[src/rtl/note_sequencer_ctrl_pkg.sv]
// Shared types for the note sequencer: FSM state encoding and counter width.
// Latency: n/a (declarations only).
// Backpressure: n/a.
package note_sequencer_ctrl_pkg;

    // All datapath counters (tone, duration, gap) are this wide, unsigned.
    localparam int CNT_W = 8;

    typedef logic [CNT_W-1:0] cnt_t;

    typedef enum logic [2:0] {
        ST_IDLE  = 3'd0,
        ST_FETCH = 3'd1,
        ST_PLAY  = 3'd2,
        ST_GAP   = 3'd3,
        ST_DONE  = 3'd4
    } state_t;

    // States in which a song is considered to be in progress.
    function automatic logic is_active(input state_t s);
        return (s == ST_FETCH) || (s == ST_PLAY) || (s == ST_GAP);
    endfunction

endpackage

[src/rtl/down_counter_8b.sv]
// 8-bit loadable down-counter with zero flag; never wraps below zero.
// Latency: count updates one clk after load/en; zero is combinational from count.
// Backpressure: none; en is simply ignored while the count is zero.
module down_counter_8b
    import note_sequencer_ctrl_pkg::*;
(
    input  logic             clk,
    input  logic             rst,
    input  logic             load,
    input  logic [CNT_W-1:0] load_val,
    input  logic             en,
    output logic [CNT_W-1:0] count,
    output logic             zero
);

    // Load takes priority over decrement; a zero count holds until reloaded.
    always_ff @(posedge clk) begin
        if (rst) begin
            count <= '0;
        end else if (load) begin
            count <= load_val;
        end else if (en && (count != '0)) begin
            count <= count - cnt_t'(1);
        end
    end

    assign zero = (count == '0);

endmodule

[src/rtl/note_sequencer_ctrl.sv]
// Walks the note table, drives tone/duration counters and the square-wave tone output.
// Latency: note_addr is presented one clk before the note is loaded (FETCH); tone edges are registered.
// Backpressure: pause freezes all sequencing state; stop aborts to IDLE without a done pulse.
module note_sequencer_ctrl
    import note_sequencer_ctrl_pkg::*;
#(
    parameter int ADDR_W    = 5,
    parameter int GAP_BEATS = 1
) (
    input  logic              clk,
    input  logic              rst,
    input  logic              start,
    input  logic              stop,
    input  logic              pause,
    input  logic              loop_en,
    input  logic              beat_tick,
    input  logic [ADDR_W-1:0] last_addr,
    input  logic [7:0]        note_period,
    input  logic [7:0]        note_len,
    output logic [ADDR_W-1:0] note_addr,
    output logic              tone_out,
    output logic              playing,
    output logic              song_done
);

    localparam bit   HAS_GAP  = (GAP_BEATS > 0);
    localparam cnt_t GAP_LOAD = cnt_t'(GAP_BEATS);

    state_t            state, state_nxt;
    logic [ADDR_W-1:0] addr_q, addr_nxt;
    logic              tone_q, tone_nxt;
    cnt_t              gap_cnt, gap_nxt;

    logic              tone_ld, tone_en, tone_zero;
    logic              dur_ld, dur_en, dur_zero;
    cnt_t              tone_cnt, dur_cnt;
    logic              dur_last;
    logic              advance;

    // Only the tone counter's zero flag drives the waveform; its value is not needed.
    logic              tone_cnt_unused;
    assign tone_cnt_unused = ^tone_cnt;

    down_counter_8b u_tone_cnt (
        .clk      (clk),
        .rst      (rst),
        .load     (tone_ld),
        .load_val (note_period),
        .en       (tone_en),
        .count    (tone_cnt),
        .zero     (tone_zero)
    );

    down_counter_8b u_dur_cnt (
        .clk      (clk),
        .rst      (rst),
        .load     (dur_ld),
        .load_val (note_len),
        .en       (dur_en),
        .count    (dur_cnt),
        .zero     (dur_zero)
    );

    // A zero duration while in PLAY cannot normally occur; end the note on the next beat.
    assign dur_last = (dur_cnt == cnt_t'(1)) || dur_zero;

    // FSM state register.
    always_ff @(posedge clk) begin
        if (rst) begin
            state <= ST_IDLE;
        end else begin
            state <= state_nxt;
        end
    end

    // Address, tone level and gap counter registers.
    always_ff @(posedge clk) begin
        if (rst) begin
            addr_q  <= '0;
            tone_q  <= 1'b0;
            gap_cnt <= '0;
        end else begin
            addr_q  <= addr_nxt;
            tone_q  <= tone_nxt;
            gap_cnt <= gap_nxt;
        end
    end

    // Next-state, counter controls and note advance; stop overrides, pause freezes.
    always_comb begin
        state_nxt = state;
        addr_nxt  = addr_q;
        tone_nxt  = tone_q;
        gap_nxt   = gap_cnt;
        tone_ld   = 1'b0;
        tone_en   = 1'b0;
        dur_ld    = 1'b0;
        dur_en    = 1'b0;
        advance   = 1'b0;

        if (stop) begin
            state_nxt = ST_IDLE;
            addr_nxt  = '0;
            tone_nxt  = 1'b0;
        end else begin
            unique case (state)
                ST_IDLE: begin
                    tone_nxt = 1'b0;
                    if (start) begin
                        state_nxt = ST_FETCH;
                        addr_nxt  = '0;
                    end
                end
                ST_FETCH: begin
                    if (!pause) begin
                        tone_ld  = 1'b1;
                        dur_ld   = 1'b1;
                        tone_nxt = 1'b0;
                        if (note_len == '0) begin
                            advance = 1'b1;
                        end else begin
                            state_nxt = ST_PLAY;
                        end
                    end
                end
                ST_PLAY: begin
                    if (!pause) begin
                        // Half-period is note_period+1 clks: count down, toggle and reload at zero.
                        if (tone_zero) begin
                            tone_ld = 1'b1;
                            if (note_period != '0) begin
                                tone_nxt = ~tone_q;
                            end
                        end else begin
                            tone_en = 1'b1;
                        end
                        if (beat_tick) begin
                            dur_en = 1'b1;
                            if (dur_last) begin
                                tone_nxt = 1'b0;
                                if (HAS_GAP) begin
                                    state_nxt = ST_GAP;
                                    gap_nxt   = GAP_LOAD;
                                end else begin
                                    advance = 1'b1;
                                end
                            end
                        end
                    end
                end
                ST_GAP: begin
                    tone_nxt = 1'b0;
                    if (!pause && beat_tick) begin
                        if (gap_cnt <= cnt_t'(1)) begin
                            gap_nxt = '0;
                            advance = 1'b1;
                        end else begin
                            gap_nxt = gap_cnt - cnt_t'(1);
                        end
                    end
                end
                ST_DONE: begin
                    tone_nxt  = 1'b0;
                    state_nxt = ST_IDLE;
                end
                default: begin
                    state_nxt = ST_IDLE;
                    addr_nxt  = '0;
                    tone_nxt  = 1'b0;
                end
            endcase

            // Move to the next note, wrap on loop, or finish after the last one.
            if (advance) begin
                if (addr_q == last_addr) begin
                    if (loop_en) begin
                        addr_nxt  = '0;
                        state_nxt = ST_FETCH;
                    end else begin
                        state_nxt = ST_DONE;
                    end
                end else begin
                    addr_nxt  = addr_q + ADDR_W'(1);
                    state_nxt = ST_FETCH;
                end
            end
        end
    end

    assign note_addr = addr_q;
    assign playing   = is_active(state);
    assign song_done = (state == ST_DONE);
    // The held tone level is masked while paused so it resumes cleanly on release.
    assign tone_out  = tone_q && (state == ST_PLAY) && !pause;

endmodule

[config.mk]
export PLATFORM = sky130hd
export DESIGN_NAME = note_sequencer_ctrl
export DESIGN_NICKNAME = d
export VERILOG_FILES = /design/src/rtl/note_sequencer_ctrl_pkg.sv /design/src/rtl/down_counter_8b.sv /design/src/rtl/note_sequencer_ctrl.sv
export SDC_FILE = /design/constraint.sdc
export NUM_CORES = 1
export LEC_CHECK = 0
export ABC_AREA = 1
export CORE_ASPECT_RATIO = 0.9
export CORE_UTILIZATION = 45
export DETAILED_ROUTE_END_ITERATION = 6
export PLACE_DENSITY_LB_ADDON = 0.15
export SLEW_MARGIN = 10
export SYNTH_ARGS = -nofsm -noshare
export SYNTH_HDL_FRONTEND = slang
export SYNTH_SLANG_ARGS = --single-unit
[constraint.sdc]
create_clock -name clk -period 2.85 [get_ports clk]
set_input_delay 0.57 -clock clk [delete_from_list [all_inputs] [get_ports clk]]
set_output_delay 0.57 -clock clk [all_outputs]
set_load 0.01 [all_outputs]
==> key figures <==
Run status
  • Outcome: finished, final reports clean

Power and ir drop
  • Total power: 1.23 mW
  • Pwr Density: roughly 420 nW/um^2
  • Clk pwr share: 38.0%
  • Combinational share of power: between 20 and 25%
  • Internal: 0.879 mW
  • Peak supply drop: around 0.26 mV
  • NetSw: roughly 0.35 mW
  • LEAKAGE: approximately 1.4 nW
  • Register share of total power: between 30% and 40%
  • Switching Fraction: between 20% and 30%

Global route
  • Number of global-route vias before repair: 2,231
  • Largest net degree at the start of global routing: 14
  • All-Layer GR Usage: between 20% and 30%
  • Initial antenna violation count: 0
  • Remaining global-route overflow: 0
  • First-pass GRT wire length: 9290 um

STA
  • Slew @ Worst Pin: between 0.4 and 0.5 ns
  • Clock Skew: approximately 0.0053 ns
  • Final TNS setup: 0 ns
  • Final period util: 84.5%
  • Setup ws final: around 0.44 ns
  • Fin. Hold Viols: 0
  • Achievable frequency: around 420 MHz
  • Pins Over Slew Limit: 0
  • # setup viols final: 0
  • RSZ-0062 raised after global routing: false
  • Slew Limit Headroom: between 70% and 80%
  • Post-layout min period: 2.41 ns

Yosys
  • Register area share after synthesis: a little over a quarter
  • Ys async rst share: 0%
  • Synth Instances: just under 400
  • Largest family of logic cells by synthesized area: simple AND/OR/NAND/NOR gates
  • Yosys reg bits: 33
  • Synth Area in Simple Gates: 42.0%
  • Post-Syn Area: around 2400 um^2
  • Synth top cells by count: nand2_1 (105), inv_1 (60), nor2_1 (47)
  • Adder-cell share of the synthesized area: 4.16%
  • XOR/XNOR Fraction of Synth Area: slightly above 5%
  • Mux share of post-synthesis cell area: 0%
  • Most common cell in the synthesized netlist: nand2_1
  • Unique masters post-synth: 32
  • Synth Flop Type: dfxtp_1
  • Synth Area in Compound Gates: under 10%
  • Top cells by area, synth: dfxtp_1 (27%), nand2_1 (16%), inv_1 (9.4%)
  • Post-synth top area share: 27.4%
  • Yosys Warn Count: 0
  • Synthesized area per cell: between 6 and 7 um^2
  • Number of flops mapped to enable cells by yosys: 0
  • Area leader, netlist: dfxtp_1
  • Syn_nets: ~430

Routing
  • DR DRC count: 0
  • Met1 wire length: about 2600 um
  • Post-DRT Antenna Nets: 0
  • Highest Signal Layer: met4
  • Met2 WL post-DR: between 2000 and 2500 um
  • TritonRoute pass-1 iters: 4
  • DR vias: 2,363
  • Met3 Wirelength: 228 um
  • WL per Instance: roughly 10 um
  • Via/cell ratio: around 4.8
  • Initial DRC Count: between 80 and 90
  • Final wirelength: just over 5000 um

Clocking
  • CTS Buf Count: 5
  • Post-CTS sizing: 0
  • Clock slew at reported path FFs: roughly 0.070 ns
  • Max clock buf depth: 2
  • H-tree levels: 2
  • CTS tree: yes
  • CTS root buf: clkbuf_8
  • Worst skew pair latency: around 0.29 ns
  • Setup bufs post-CTS: 0
  • Clk sinks: 33
  • Hold Buf Count CTS: 0

Finish
  • Final Util: between 50 and 60%
  • Layout cells sized above 1: 10.9%
  • NumNets Final: between 400 and 500
  • Ant. Diodes: 0
  • Area Growth Syn to Fin: 21.8%

Critical path
  • CP cell instances: clkdlybuf4s50_1 -> nor2_1 -> clkdlybuf4s50_1
  • CP max stage cell: clkdlybuf4s50_1
  • Crit path kind: in -> out
  • Nature of the critical path startpoint: input pin
  • CP endpoint kind: output pin
  • CP Max Fanout: 6
  • CP max stage delay: approximately 0.56 ns
  • Crit path buffers/inverters: 2
  • FF-to-FF Start: u_dur_cnt.count[0]$_SDFFE_PP0P_
  • Worst setup path startpoint: pause
  • CP top delay family: buffers and inverters
  • Worst path most repeated cell: clkdlybuf4s50_1
  • Arrival time at the worst endpoint: roughly 1.8 ns
  • Critical Path RT: about 2.3 ns

Floorplan
  • Io pins: 36
  • Row count: 24
  • Die ar.: 5650 um^2
  • Die Y: just over 70 um
  • Chip width: roughly 79 um
  • Core footprint: roughly 5000 um^2
  • Initial core utilization: about 48%

Min path
  • Hold_sp: u_dur_cnt.count[1]$_SDFFE_PP0P_
  • HP Class: reg -> reg

Placement
  • Dpl hpwl: just over 4000 um
  • # port buffers: 35
  • Pre-CTS setup slack: roughly 0.43 ns
  • GPL Wtd Cong: 0.886

Job
  • # Max-Cap Violations: 0
-- per-layer routing --
layer,track usage (%),vias up
met5,0,-
met4,7.27,0
met3,3.95,5
met2,33.8,44
met1,27.3,1019
li1,-,1295
-- cell usage in the layout (no fill, tap or decap) --
master / Yosys / routed
a21oi_1: 18 / 18
a21oi_2: 1 / 1
a31oi_1: 1 / 1
and3_1: 1 / 1
buf_4: 0 / 2
bufinv_16: 0 / 1
clkbuf_1: 1 / 1
clkbuf_8: 0 / 6
clkdlybuf4s50_1: 0 / 35
dfxtp_1: 33 / 33
ha_1: 8 / 8
inv_1: 60 / 60
inv_2: 8 / 8
inv_4: 1 / 1
nand2_1: 105 / 105
nand2_2: 8 / 8
nand2_4: 2 / 2
nand3_1: 33 / 33
nand3_2: 3 / 3
nand3b_1: 1 / 1
nand4_1: 5 / 5
nor2_1: 47 / 47
nor2_2: 9 / 9
nor2_4: 4 / 4
nor3_1: 2 / 2
nor3_2: 1 / 1
o211ai_1: 2 / 2
o21a_1: 1 / 1
o21ai_0: 11 / 11
o21ai_1: 3 / 3
o21ai_2: 1 / 1
o31ai_1: 1 / 1
or2_1: 1 / 1
xnor2_1: 2 / 2
xor2_1: 12 / 12
-- cell type report --
| cell class | instances | area, um^2 |
|---|---|---|
| fill | 516 | 2050 |
| multi-input combinational | 283 | 1450 |
| sequential | 33 | 661 |
| timing repair buffer | 37 | 365 |
| inverter | 69 | 262 |
| clock buffer | 7 | 86.3 |
| tap | 65 | 81.3 |
| clock inverter | 1 | 30.0 |
-- metrics by stage --
stage,cell area (um^2),hold slack [ns],cells
CTS,2930,0.472,495
finish,2930,0.472,495
detailed placement,2820,0.464,487
floorplan,2410,0.444,389
global route,2930,0.486,495
global placement,2820,0.453,487
-- state kept, by name, indices dropped and copies added, names as in the netlist --
name and flops:
gap_cnt 8, u_dur_cnt.count 8, u_tone_cnt.count 8, note_addr 5, state 3, tone_q 1
-- path summary, 6_finish.rpt --
check                                                       end  slack (ns)  depth (start not counted)
worst max-delay path                                   tone_out        0.44                          3
worst min-delay path            u_dur_cnt.count[1]$_SDFFE_PP0P_        0.47                          2
worst max register to register          gap_cnt[5]$_SDFFE_PP0P_        1.21                         11
worst min register to register  u_dur_cnt.count[1]$_SDFFE_PP0P_        0.47                          2
-- power by group through the flow --
stage	combinational (mW)	sequential, mW	clock (mW)
after floorplan	0.196	0.496	0
after global placement	0.270	0.501	0
after detailed placement	0.273	0.501	0
after CTS	0.275	0.491	0.474
after global routing	0.316	0.493	0.497
final	0.274	0.491	0.468
-- tightest hold or removal path: stages (launching register included) --
cell,delay [ns]
dfxtp_1,0.31
nand2_1,0.06
a21oi_1,0.05
-- kinds of logic (layout without fill, tap and decap cells) --
logic type	count (synthesis)	in the layout
AND/OR/NAND/NOR	222	222
XOR/XNOR	14	14
adder cells (fa/ha/maj)	8	8
buffers and inverters	73	114
flip-flops	33	33
AO/OA/AOI/OAI	39	39
(Power assumes the default switching activity.)
==> RTL edit 1, RTL diff (same settings) <==
Reset style: asynchronous (`rst`), changed in 3 clocked blocks.
--- a/src/rtl/down_counter_8b.sv
+++ b/src/rtl/down_counter_8b.sv
@@ -16,3 +16,3 @@
     // Load takes priority over decrement; a zero count holds until reloaded.
-    always_ff @(posedge clk) begin
+    always_ff @(posedge clk or posedge rst) begin
         if (rst) begin
--- a/src/rtl/note_sequencer_ctrl.sv
+++ b/src/rtl/note_sequencer_ctrl.sv
@@ -67,3 +67,3 @@
     // FSM state register.
-    always_ff @(posedge clk) begin
+    always_ff @(posedge clk or posedge rst) begin
         if (rst) begin
@@ -76,3 +76,3 @@
     // Address, tone level and gap counter registers.
-    always_ff @(posedge clk) begin
+    always_ff @(posedge clk or posedge rst) begin
         if (rst) begin
Behaviour: differs if rst is asserted again (counterexample within 4 cycles, from zero or initial values and one cycle with rst high); with rst held inactive, the same outputs for 10 cycles.
==> RTL edit 1 against the original RTL <==
Fmax is 2.5% lower. Register-to-register slack worse by 0.15 ns. Area after synthesis is 2.5% higher. Sequential cell count stayed put. Wire length is 7.8% higher. Hold slack better by 0.041 ns. Cell area is 2.8% higher. Worst setup slack worse by 0.061 ns. Critical endpoint unchanged. Highest routed layer unchanged.
Power is not compared: it rests on default switching activity, and its combinational part moved more than twofold at a synthesized area within 25%.
==> RTL edit 1: results (changes against the original RTL) <==
Outcome
  • Status: finished clean

Synthesis
  • Register area share after synthesis: 33.5% (+6.0 points)
  • Synth Instances: 364 (-6.4%)
  • Adder-cell area share of the yosys netlist: 4.05% (-0.10 points)
  • Syn_nets: 400 (-5.9%)
  • Synth top cells by count: nand2_1 (101), nor2_1 (49), inv_1 (48), dfrtp_1 (33), nand3_1 (28)
  • Ys async rst share: 100% (+100 points)
  • Ranking of synthesized cells by area: dfrtp_1 (33%), nand2_1 (15%), nor2_1 (7.5%), inv_1 (7.3%), nand3_1 (5.7%)
  • Multiplexer share of the synthesized area: 0% (unchanged)
  • Xor/xnor share of the synthesized area: 4.97% (-0.13 points)
  • Yosys warns: 0 (unchanged)
  • Complex-gate fraction of the synthesized area: 9.68% (+0.79 points)
  • Synth cell types: 32 (unchanged)
  • Ys flop type: dfrtp_1

Critical path
  • Worst-path cell with the longest stage delay: clkdlybuf4s50_1
  • Delay-heaviest family, CP: buffers and inverters
  • Critical Path AT: 1.90 ns (+0.06 ns)
  • Crit-path max cell delay: roughly 0.55 ns
  • Worst Path Max Fanout: 4 (-2)

Placement
  • # port buffers: 35 (unchanged)
  • GP Congestion: 0.827 (-6.7%)
  • DP Wirelength: 4120 µm (+0.40%)
  • Dpl cells: 465 (-4.5%)

Worst hold path
  • Tightest Hold Check Type: reg2reg

Power
  • Lkg Pwr: 1.44 nW
  • Peak VDD IR: 403 µV
  • Internal Pwr Total: 1.33 mW

Cells and area
  • Nets: 441 (-5.2%)
  • Share of cells above drive strength 1: 8.87% (-2.1 points)
  • Fillers: 507 (-1.7%)
  • ANT cells: 0 (unchanged)
  • Largest registers: gap_cnt: 8 flops, u_dur_cnt.count: 8 flops, u_tone_cnt.count: 8 flops

GRT
  • Vias in the first global route: 2201 (-1.3%)
  • Global-route wire length before repair: 9580 µm (+3.0%)
  • Largest net degree at the start of global routing: 34 (+20)
  • Antenna violations before repair: 0 (unchanged)
  • GRT Util Overall: 21.4% (+0.74 points)

Route
  • DR vias/cell: 4.93 (+3.3%)
  • DR vias: 2333 (-1.3%)
  • TritonRoute pass-1 iters: 4 (unchanged)
  • Drt initial violations: 69 (-17%)
  • Post-Route WL: 5570 µm (+7.8%)

Clocking
  • Root Buffer: clkbuf_8
  • Num CTS Buffers: 5 (unchanged)
  • Insertion delay to the later sink of the worst-skew pair: 0.28 ns
  • CTS H-Tree Depth: 2 (unchanged)
  • Longest Clk Path Bufs: 2 (unchanged)
  • Clk pin slew, worst setup/hold paths: 0.07 ns (about the same)
  • Post-CTS Setup Bufs: 0 (unchanged)
  • Number of cells upsized or downsized after cts: 0 (unchanged)

Timing
  • Worst slew margin: 65.3% (-5.8 points)
  • Worst Skew: 0.00362 ns (-0.00173 ns)
==> RTL edit 1: cell count changes after synthesis, moves of 7 or more <==
cell,unedited run,this run
a21oi_1,18,8
dfrtp_1,0,33
dfxtp_1,33,0
inv_1,60,48
nor2_2,9,1
o211ai_1,2,9
==> RTL edit 1: logic make-up after synthesis <==
kind of cell / count (synthesis)
buf+inv: 62
xor+xnor: 14
fa+ha+maj: 8
simple gates: 208
flops: 33
compound gates: 39
==> RTL edit 1: worst paths after layout <==
kind / start / to / slack, ns / depth (start not counted)
min reg2reg: u_tone_cnt.count[2] / u_tone_cnt.count[2] / 0.51 / 2
max reg2reg: u_dur_cnt.count[0] / gap_cnt[2] / 1.06 / 8
max in group asynchronous: rst / gap_cnt[2] / 1.85 / 3
min in group asynchronous: rst / u_tone_cnt.count[5] / 0.69 / 3
max: pause / tone_out / 0.38 / 5
min: u_tone_cnt.count[2] / u_tone_cnt.count[2] / 0.51 / 2
==> RTL edit 1: area by class of cell <==
cell class                      instances  area, µm²  area share, %
Multi-Input combinational cell        269       1400           46.4
Sequential cell                        33        826           27.4
Timing Repair Buffer                   38        373           12.4
Inverter                               58        218           7.22
Clock buffer                            7       86.3           2.86
Tap cell                               67       83.8           2.78
Clock inverter                          1       30.0          0.996
==> RTL edit 1: worst min-delay path, delay by kind of cell (launching register included) <==
family / cells / cell delay (ns)
and+or+nand+nor: 2 / 0.12
DFF: 1 / 0.36
==> RTL edit 1: routing by layer <==
metal / global-route usage, % / up-vias / share of wire, %
met5: 0 / - / 0
met2: 35.9 / 37 / 48
met4: 6.55 / 0 / 0.77
met3: 4.65 / 4 / 3.7
met1: 27.8 / 1054 / 48
li1: - / 1238 / -
==> RTL edit 1: through the flow <==
stage / setup slack [ns] / hold slack (ns) / area [µm²] / power, mW / util, %
6_report: 0.381 / 0.513 / 3020 / 2.28 / 57.4
5_1_grt: 0.332 / 0.543 / 3020 / 2.49 / 57.4
4_1_cts: 0.386 / 0.519 / 3020 / 2.30 / 57.4
3_5_place_dp: 0.386 / 0.502 / 2900 / 1.82 / 55.2
3_3_place_gp: 0.386 / 0.467 / 2900 / 1.79 / 55.2
2_1_floorplan: 1.25 / 0.449 / 2470 / 1.57 / -
==> RTL edit 1: power groups by stage <==
stage          clock network [mW]  logic (mW)  registers [mW]
2_1_floorplan                   0       0.805           0.760
3_3_place_gp                    0        1.01           0.787
3_5_place_dp                    0        1.03           0.792
4_1_cts                     0.475        1.04           0.785
5_1_grt                     0.495        1.19           0.812
6_report                    0.459        1.03           0.786
==> RTL edit 2, RTL diff (same settings) <==
Without the edit above. Set the parameter `ADDR_W` to 4 (it was 5).
--- a/src/rtl/note_sequencer_ctrl.sv
+++ b/src/rtl/note_sequencer_ctrl.sv
@@ -6,3 +6,3 @@
 #(
-    parameter int ADDR_W    = 5,
+    parameter int ADDR_W    = 4,
     parameter int GAP_BEATS = 1
Interface: changed (resized last_addr and note_addr); port bits go from 36 to 34. No check against the original RTL was run, so the function may have changed too.
==> RTL edit 2 against the original RTL <==
Wire length increased by 4.6%. Total power decreased by 15%. Count of clock-buffer cells in the layout decreased by 1. Register-to-register slack got worse by 0.16 ns. Area after synthesis decreased by 0.88%. Sequential cell count decreased by 1. Combinational power decreased by 24%. Cell area decreased by 2.7%. Fmax increased by 0.33%. Utilization decreased by 1.6 points. Worst setup slack improved by 0.0078 ns. Sequential power decreased by 4.7%. Clock power decreased by 19%. Hold slack improved by 0.045 ns. Critical path type is now reg2out.
==> RTL edit 2: results (changes against the original RTL) <==
Critical path
  • CP endpoint: playing
  • Reg2Reg Depth: 9 (-2)
  • Worst-path cell with the longest stage delay: dfxtp_1
  • Worst R2R Setup Slack: 1.05 ns (-0.16 ns)
  • Crit-path max cell delay: 0.63 ns (+0.07 ns)
  • Crit Reg-Reg Endpoint: gap_cnt[0]
  • Worst Path Max Fanout: 10 (+4)
  • Crit. Startpoint: state[1]

Worst hold path
  • Hold Path Cell Cnt: 2 (unchanged)
  • Tightest Hold Check Type: reg2reg

Synthesis
  • Syn_nets: 415 (-2.4%)
  • Ys async rst share: 0% (unchanged)
  • Synth cell types: 33 (+3.1%)
  • Register area share after synthesis: 26.8% (-0.59 points)
  • Synth top cells by count: nand2_1 (84), nor2_1 (62), inv_1 (48), dfxtp_1 (32), nand3_1 (32)
  • Ranking of synthesized cells by area: dfxtp_1 (27%), nand2_1 (13%), nor2_1 (9.8%), inv_1 (7.6%), nand3_1 (6.7%)

GRT
  • Global-route wire length before repair: 9240 µm (-0.59%)
  • GRT Util Overall: 20.8% (+0.14 points)
  • Vias in the first global route: 2170 (-2.7%)
  • Largest net degree at the start of global routing: 17 (+3)

Route
  • DR vias: 2417 (+2.3%)
  • WL/cell: 11.2 µm (+7.5%)
  • Drt initial violations: 180 (+120%)
  • TritonRoute pass-1 iters: 5 (+1)

Placement
  • DP Wirelength: 4050 µm (-1.3%)
  • GP Congestion: 0.840 (-5.2%)
  • # port buffers: 33 (-5.7%)

Timing
  • Min Hold Slack: 0.517 ns (+0.0452 ns)
  • Worst-Margin Slew: 0.495 ns (+0.0638 ns)
  • Worst Skew: 0.00565 ns (+0.000307 ns)

Power
  • Lkg Pwr: 1.34 nW (-4.2%)
  • Peak VDD IR: 246 µV (-4.3%)

Cells and area
  • Largest registers: gap_cnt: 8 flops, u_dur_cnt.count: 8 flops, u_tone_cnt.count: 8 flops
  • Fillers: 518 (+0.39%)
  • Nets: 451 (-3.0%)
  • Share of cells above drive strength 1: 10.8% (-0.14 points)

Clocking
  • Post-CTS Setup Bufs: 0 (unchanged)
  • Root Buffer: clkbuf_8
  • Num CTS Buffers: 5 (unchanged)

Outcome
  • Status: finished clean
-- RTL edit 2: changes by cell type after synthesis, moves of 3 or more --
cell	change
inv_2	-3
a21oi_1	+3
xor2_1	-7
inv_1	-12
o21ai_0	+10
nand2_4	+7
nand2_1	-21
nor3_1	+6
nor2_1	+15
nor2_2	-5
-- RTL edit 2: through the flow --
step                      area, µm²  std cells  setup WS [ns]  power [mW]
after floorplan                2390        380           1.20       0.615
after global placement         2760        474          0.463       0.683
after detailed placement       2760        474          0.444       0.685
after CTS                      2850        482          0.437        1.06
after global routing           2850        482          0.329        1.11
final                          2850        482          0.450        1.05
-- RTL edit 2: worst min-delay path by stage --
stage,start,endpoint
after CTS,u_tone_cnt.count[6],u_tone_cnt.count[6]
after floorplan,u_tone_cnt.count[4],u_tone_cnt.count[4]
after detailed placement,u_tone_cnt.count[6],u_tone_cnt.count[6]
after global routing,u_tone_cnt.count[6],u_tone_cnt.count[6]
final,u_tone_cnt.count[6],u_tone_cnt.count[6]
after global placement,u_dur_cnt.count[1],u_dur_cnt.count[1]
-- RTL edit 2: report_power, final --
part	total [mW]	switching, mW	internal, mW
Combinational	0.208	0.115	0.0933
Clock	0.377	0.184	0.193
Sequential	0.468	0.0119	0.456
-- RTL edit 2: kinds of logic (layout without fill, tap and decap cells) --
logic type	count (synthesis)	in the layout	share of synthesized area, %
buf+inv	59	96	10.5
compound gates	51	51	11.5
simple gates	222	222	43.9
xor+xnor	7	7	2.57
fa+ha+maj	8	8	4.20
flops	32	32	26.8
mux	1	1	0.420
-- RTL edit 2: cell type report --
cell class | instances | share of cell area [%]
multi-input cells | 289 | 52.4
clock buffers | 6 | 2.89
clock inverters | 2 | 0.351
repair buffers | 34 | 11.8
inverters | 54 | 7.19
well taps | 65 | 2.85
flip-flops and latches | 32 | 22.5
-- RTL edit 2: worst reg2reg max path, cell delays in order, from the launching register on --
cell,delay [ns]
dfxtp_1,0.39
inv_1,0.12
ha_1,0.23
or2_2,0.29
nand4_1,0.12
nand2_4,0.10
nand2_2,0.11
inv_2,0.10
o21ai_0,0.17
a21oi_1,0.06
-- RTL edit 2: metal layers --
| metal | vias up | track usage, % | part of all wire [%] |
|---|---|---|---|
| li1 | 1282 | - | - |
| met1 | 1061 | 26.9 | 50 |
| met2 | 70 | 33.7 | 44 |
| met3 | 4 | 6.19 | 5.8 |
| met4 | 0 | 5.76 | 0.67 |
| met5 | - | 0 | 0 |
